--- config.mk ---
export PLATFORM = sky130hd
export DESIGN_NAME = retire_unit
export DESIGN_NICKNAME = d
export VERILOG_FILES = /design/src/rtl/mips_core_pkg.sv /design/src/rtl/retire_unit.sv
export SDC_FILE = /design/constraint.sdc
export NUM_CORES = 1
export LEC_CHECK = 0
export CAP_MARGIN = 0
export CORE_ASPECT_RATIO = 0.6
export CORE_MARGIN = 2
export CORE_UTILIZATION = 40
export CTS_BUF_LIST = sky130_fd_sc_hd__clkbuf_16
export DETAILED_ROUTE_END_ITERATION = 10
export PLACE_DENSITY_LB_ADDON = 0.25
export SYNTH_ARGS = -nofsm -noshare
export SYNTH_HDL_FRONTEND = slang
export SYNTH_SLANG_ARGS = --single-unit
--- constraint.sdc ---
create_clock -name clk -period 4.3 [get_ports clk]
set_clock_uncertainty 0.05 [all_clocks]
set_input_delay 0.86 -clock clk [delete_from_list [all_inputs] [get_ports clk]]
set_output_delay 0.86 -clock clk [all_outputs]
set_load 0.02 [all_outputs]
--- src/rtl/mips_core_pkg.sv ---
// Shared core types: default register/queue widths and the active-list entry layout.
// No logic; constants and types only.
// Consumers import mips_core::* and size their ports from these defaults.
package mips_core;

   // Default active-list depth and register index widths
   localparam int RETIRE_DEPTH_DEF = 16;
   localparam int PHYS_W_DEF       = 6;
   localparam int ARCH_W_DEF       = 5;

   // One active-list slot. Payload fields use the package default widths;
   // instances with narrower parameters zero-extend into them.
   typedef struct packed {
      logic                  valid;
      logic                  done;
      logic                  uses_rw;
      logic [ARCH_W_DEF-1:0] arch;
      logic [PHYS_W_DEF-1:0] old_phys;
      logic [PHYS_W_DEF-1:0] new_phys;
   } retire_entry_t;

endpackage

--- src/rtl/retire_unit.sv ---
// In-order retire (active list) with writeback marking, branch flush and free-list return.
// Latency: commit_* / free_* appear one cycle after the head is seen occupied and done.
// Backpressure: alloc_ready drops when the list is full or a flush is presented; RETIRE_STATS_EN adds counters.
module retire_unit
   import mips_core::*;
#(
   parameter  int DEPTH  = RETIRE_DEPTH_DEF,
   parameter  int PHYS_W = PHYS_W_DEF,
   parameter  int ARCH_W = ARCH_W_DEF,
   localparam int TAG_W  = $clog2(DEPTH)
)(
   input  logic              clk,
   input  logic              rst_n,
   // rename side
   input  logic              alloc_valid,
   output logic              alloc_ready,
   input  logic              alloc_uses_rw,
   input  logic [ARCH_W-1:0] alloc_arch,
   input  logic [PHYS_W-1:0] alloc_old_phys,
   input  logic [PHYS_W-1:0] alloc_new_phys,
   output logic [TAG_W-1:0]  alloc_tag,
   // completion
   input  logic              wb_valid,
   input  logic [TAG_W-1:0]  wb_tag,
   // mispredict recovery
   input  logic              flush_valid,
   input  logic [TAG_W-1:0]  flush_tag,
   // architectural commit
   output logic              commit_valid,
   output logic              commit_uses_rw,
   output logic [ARCH_W-1:0] commit_arch,
   output logic [PHYS_W-1:0] commit_new_phys,
   // free-list return
   output logic              free_valid,
   output logic [PHYS_W-1:0] free_phys,
   // status
   output logic [TAG_W:0]    count,
   output logic              empty
`ifdef RETIRE_STATS_EN
   ,
   output logic [31:0]       retired_count,
   output logic [31:0]       head_stall_cycles
`endif
);

   localparam int PTR_W = TAG_W + 1;

   retire_entry_t    mem [DEPTH];
   retire_entry_t    head_entry;

   // Pointers carry one extra wrap bit so full and empty are distinguishable
   logic [PTR_W-1:0] head;
   logic [PTR_W-1:0] tail;
   logic [TAG_W-1:0] head_idx;
   logic [TAG_W-1:0] tail_idx;
   logic [TAG_W-1:0] flush_dist;

   logic             full;
   logic             alloc_fire;
   logic             retire_go;
   logic             wb_hit;
   logic             flush_hit;
   logic [DEPTH-1:0] squash;

   assign head_idx    = head[TAG_W-1:0];
   assign tail_idx    = tail[TAG_W-1:0];
   assign full        = (head_idx == tail_idx) && (head[TAG_W] != tail[TAG_W]);
   assign empty       = (head == tail);
   assign count       = tail - head;

   assign alloc_ready = !full && !flush_valid;
   assign alloc_tag   = tail_idx;
   assign alloc_fire  = alloc_valid && alloc_ready;

   // done is read from the register, so a same-cycle writeback only helps next cycle
   assign head_entry  = mem[head_idx];
   assign retire_go   = head_entry.valid && head_entry.done;

   // Writebacks and flushes naming an empty slot are stale and dropped
   assign wb_hit      = wb_valid && mem[wb_tag].valid;
   assign flush_hit   = flush_valid && mem[flush_tag].valid;

   // Age of the branch relative to head; anything older-or-equal survives
   assign flush_dist  = flush_tag - head_idx;

   // Select every occupied slot that is younger than the flushing branch
   always_comb begin
      squash = '0;
      for (int i = 0; i < DEPTH; i++) begin
         if (flush_hit && mem[i].valid && ((TAG_W'(i) - head_idx) > flush_dist)) begin
            squash[i] = 1'b1;
         end
      end
   end

   // Slot state: writeback marking, retire release, flush squash, allocation
   always_ff @(posedge clk or negedge rst_n) begin
      if (!rst_n) begin
         for (int i = 0; i < DEPTH; i++) begin
            mem[i] <= '0;
         end
      end else begin
         if (wb_hit) begin
            mem[wb_tag].done <= 1'b1;
         end
         // The head is never squashed (distance 0), so retire and flush never collide
         if (retire_go) begin
            mem[head_idx].valid <= 1'b0;
            mem[head_idx].done  <= 1'b0;
         end
         for (int i = 0; i < DEPTH; i++) begin
            if (squash[i]) begin
               mem[i].valid <= 1'b0;
               mem[i].done  <= 1'b0;
            end
         end
         // Tail slot is unoccupied when alloc fires, so no writeback can target it
         if (alloc_fire) begin
            mem[tail_idx].valid    <= 1'b1;
            mem[tail_idx].done     <= 1'b0;
            mem[tail_idx].uses_rw  <= alloc_uses_rw;
            mem[tail_idx].arch     <= ARCH_W_DEF'(alloc_arch);
            mem[tail_idx].old_phys <= PHYS_W_DEF'(alloc_old_phys);
            mem[tail_idx].new_phys <= PHYS_W_DEF'(alloc_new_phys);
         end
      end
   end

   // Head/tail advance; a flush rewinds tail to just past the branch
   always_ff @(posedge clk or negedge rst_n) begin
      if (!rst_n) begin
         head <= '0;
         tail <= '0;
      end else begin
         if (retire_go) begin
            head <= head + PTR_W'(1);
         end
         // alloc_ready is low during a flush, so the two tail updates are exclusive
         if (flush_hit) begin
            tail <= head + PTR_W'(flush_dist) + PTR_W'(1);
         end else if (alloc_fire) begin
            tail <= tail + PTR_W'(1);
         end
      end
   end

   // Registered retire results, valid for exactly the cycle after the decision
   always_ff @(posedge clk or negedge rst_n) begin
      if (!rst_n) begin
         commit_valid    <= 1'b0;
         commit_uses_rw  <= 1'b0;
         commit_arch     <= '0;
         commit_new_phys <= '0;
         free_valid      <= 1'b0;
         free_phys       <= '0;
      end else begin
         commit_valid <= retire_go;
         free_valid   <= retire_go && head_entry.uses_rw;
         if (retire_go) begin
            commit_uses_rw  <= head_entry.uses_rw;
            commit_arch     <= ARCH_W'(head_entry.arch);
            commit_new_phys <= PHYS_W'(head_entry.new_phys);
            free_phys       <= PHYS_W'(head_entry.old_phys);
         end
      end
   end

`ifdef RETIRE_STATS_EN
   // Free-running, wrapping retire and head-stall counters
   always_ff @(posedge clk or negedge rst_n) begin
      if (!rst_n) begin
         retired_count     <= '0;
         head_stall_cycles <= '0;
      end else begin
         if (commit_valid) begin
            retired_count <= retired_count + 32'd1;
         end
         if (!empty && !head_entry.done) begin
            head_stall_cycles <= head_stall_cycles + 32'd1;
         end
      end
   end
`endif

endmodule

==> impl_metrics.py <==
metrics = {
    "outcome": {
        "status": "finished with violations",
        "violations": "DRC",
    },
    "synthesis": {
        "synth_top_family_by_area": "multiplexers",
        "yosysTopAreaCell": "dfrtp_1",
        "synth-seq-cells": 350,
        "synthCells": 1680,
        "ys_top_cells_by_area": "dfrtp_1 49%, nand2_1 13%, mux4_2 12%",
        "syn_area_um2": 17800,
        "yosys.area_share.simple_pct": 17.3,
        "synth_edf_count": 0,
        "yosysMostFrequentCell": "nand2_1",
        "muxShareOfSynthArea_pct": 19.2,
        "syn_nets": 1756,
        "syn_avg_cell_area_um2": 10.6,
        "synthFlopType": "dfrtp_1",
        "synth_top_cell_area_share_pct": 49.3,
        "ys_warn_count": 0,
        "synthDistinctLibCells": 68,
        "yosysSeqAreaShare_pct": 49.3,
        "synth_xor_area_share_pct": 1.26,
        "postSynth.asyncResetShare_pct": 100,
        "ys_top_cells_by_count": "624 x nand2_1, 350 x dfrtp_1, 107 x mux2_2",
        "synth_compound_area_share_pct": 5.78,
        "synth_fa_ha_area_share_pct": 3.35,
    },
    "placement": {
        "routabilityCongestion": 0.907,
        "dp_hpwl_mm": 34.2,
        "dp_slack_ns": 0.0348,
        "portBuffers": 61,
        "dpl_cell_area_um2": 19100,
    },
    "sta": {
        "tns_ns": 0,
        "slew_headroom_pct": 24.6,
        "rsz0062_at_grt": "false",
        "tightest_slew_ns": 1.13,
        "fin_crit_ns": 3.92,
        "post-route-period-util_pct": 91.1,
        "hold_slack_ns": 0.277,
        "max_clock_freq_mhz": 255,
        "drv_slew": 0,
        "finalSetupViolCount": 0,
        "finalHoldViolations": 0,
        "setup_slack_ns": 0.382,
    },
    "floorplanning": {
        "initial_core_util_pct": 40.8,
        "ios": 62,
        "fp.dieArea_um2": 46200,
        "die_h_um": 167,
        "coreArea_um2": 43600,
        "die_w_um": 276,
        "rows": 59,
    },
    "global_routing": {
        "grt-ovfl-total": 0,
        "grt_use_total_pct": 23.8,
        "grt_pass1_wl_mm": 83.8,
        "grt_max_degree": 81,
        "antenna_found_initial": 1,
        "grt_pass1_vias": 13300,
    },
    "worst_hold_path": {
        "min_path_type": "in -> async",
    },
    "finish": {
        "ff_latch_area_um2": 8770,
        "drive_above_1_share_pct": 19.1,
        "multi_input_comb_area_um2": 8340,
        "fin_nets": 1806,
        "antenna_cells": 0,
        "fill_cells": 4029,
        "fin_area_um2": 20200,
        "area_growth_pct": 13.7,
    },
    "worst_setup_path": {
        "cp_data_required_time_ns": 3.39,
        "path_max_fanout": 30,
        "cp-start-kind": "flip-flop",
        "endpoint_kind": "output port",
        "arrival_ns": 3.01,
        "worstSetupPathType": "reg -> out",
        "worstReg2RegStart": "head[0]",
        "setup.worst_path.start": "head[0]",
    },
    "drt": {
        "dr.pass1.iters": 8,
        "viasPerCell": 5.64,
        "wl_per_cell_um": 23.3,
        "postRouteAntennaNets": 0,
        "drc_errors": 2,
        "route.vias.total": 13200,
        "drtIter0Drc": 1464,
        "routed_wl_mm": 54.3,
    },
    "power_and_ir_drop": {
        "peakVddDrop_uv": 439,
        "switching_share_pct": 39.8,
        "internal-power_w": 0.00998,
        "power.switching_w": 0.00660,
        "power.density_nw_per_um2": 821,
        "power_frac_clock_pct": 17.7,
        "leakagePower_nw": 9.72,
        "fin_total_pwr_w": 0.0166,
        "seqPwrFrac_pct": 33.8,
        "combinationalPowerShare_pct": 48.4,
    },
    "clock_tree": {
        "cts_sinks": 350,
        "cts_hold_buf": 0,
        "clk_latency_ns": 0.54,
        "numCtsBuffers": 36,
        "max-clock-path-buffers": 3,
        "cts-root-buf": "clkbuf_16",
        "cts_tree": "yes",
        "h-tree-depth": 2,
        "post_cts_buffers": 0,
        "path_clk_slew_ns": 0.06,
        "ctsResizeCount": 0,
    },
    "job": {
        "maxCapViolCount": 0,
    },
}
[metrics by stage]
step	cells	util (%)
6_report	2336	46.4
5_1_grt	2336	46.4
4_1_cts	2336	46.4
3_5_place_dp	2271	43.9
3_3_place_gp	2271	43.9
2_1_floorplan	1680	-
[critical path, stage by stage, from the launching register on]
cell             delay [ns]
dfrtp_4                0.78
ha_1                   0.29
fa_1                   0.24
inv_1                  0.05
a21o_1                 0.17
a21oi_1                0.16
xor2_1                 0.15
clkdlybuf4s50_1        0.62
[layout by cell type (no fill, tap or decap), types with 6 or more instances in the layout]
cell / netlist / final
nand2_1: 624 / 624
dfrtp_1: 350 / 347
mux2_2: 107 / 107
mux4_2: 97 / 97
clkdlybuf4s50_1: 0 / 60
buf_4: 5 / 51
nand3_1: 50 / 50
inv_1: 43 / 46
ha_1: 42 / 42
a21oi_1: 39 / 39
clkbuf_16: 0 / 37
o21ai_0: 27 / 27
nor2_1: 29 / 24
xnor2_1: 16 / 16
o211ai_1: 13 / 13
and3_1: 12 / 12
clkinv_1: 0 / 10
clkinv_2: 0 / 9
nor2_2: 3 / 8
a21o_1: 8 / 8
xor2_1: 7 / 7
o31ai_1: 7 / 7
a31o_1: 7 / 7
nand2b_1: 6 / 6
a21boi_0: 6 / 6
o211a_1: 6 / 6
buf_12: 0 / 6
[cell type report]
cell class,count,share of cell area (%)
clock inverters,28,0.725
multi-input cells,1179,41.3
clock buffers,37,4.58
well taps,579,3.59
repair buffers,118,5.54
flip-flops and latches,350,43.4
inverters,45,0.836
[per-layer routing]
layer	global-route usage, %	wire length, µm
met4	5.04	890
met2	35.5	23500
met5	0.615	13
met3	6.99	5640
met1	34.5	24300
[path summary, 6_finish.rpt]
path                            slack [ns]  depth (start not counted)  endpoint
worst min register to register        0.42                          2  mem[226]
worst max-delay path                  0.38                          7  count[4]
max in group asynchronous             3.01                          2  mem[281]
min in group clk                      0.42                          2  mem[226]
worst max register to register        0.60                          9   mem[38]
worst min-delay path                  0.28                          1  mem[307]
[logic make-up after synthesis]
logic type               count (synthesis)
AND/OR/NAND/NOR                        754
XOR/XNOR                                24
flip-flops                             350
AO/OA/AOI/OAI                          148
multiplexers                           207
buffers and inverters                  151
adder cells (fa/ha/maj)                 46
[state kept, by name, indices dropped and copies added, names as in the netlist]
| register | count |
|---|---|
| commit_valid | 1 |
| head | 5 |
| free_valid | 1 |
| commit_arch | 5 |
| tail | 5 |
| commit_uses_rw | 1 |
| commit_new_phys | 6 |
| free_phys | 6 |
| mem | 320 |
[power by group through the flow]
stage	combinational, W	clock [W]	sequential [W]
after floorplan	0.00569	0	0.00538
after global placement	0.00771	0	0.00558
final	0.00803	0.00294	0.00561
after CTS	0.00794	0.00300	0.00560
after global routing	0.00871	0.00314	0.00578
after detailed placement	0.00792	0	0.00564
(Power assumes the default switching activity.)
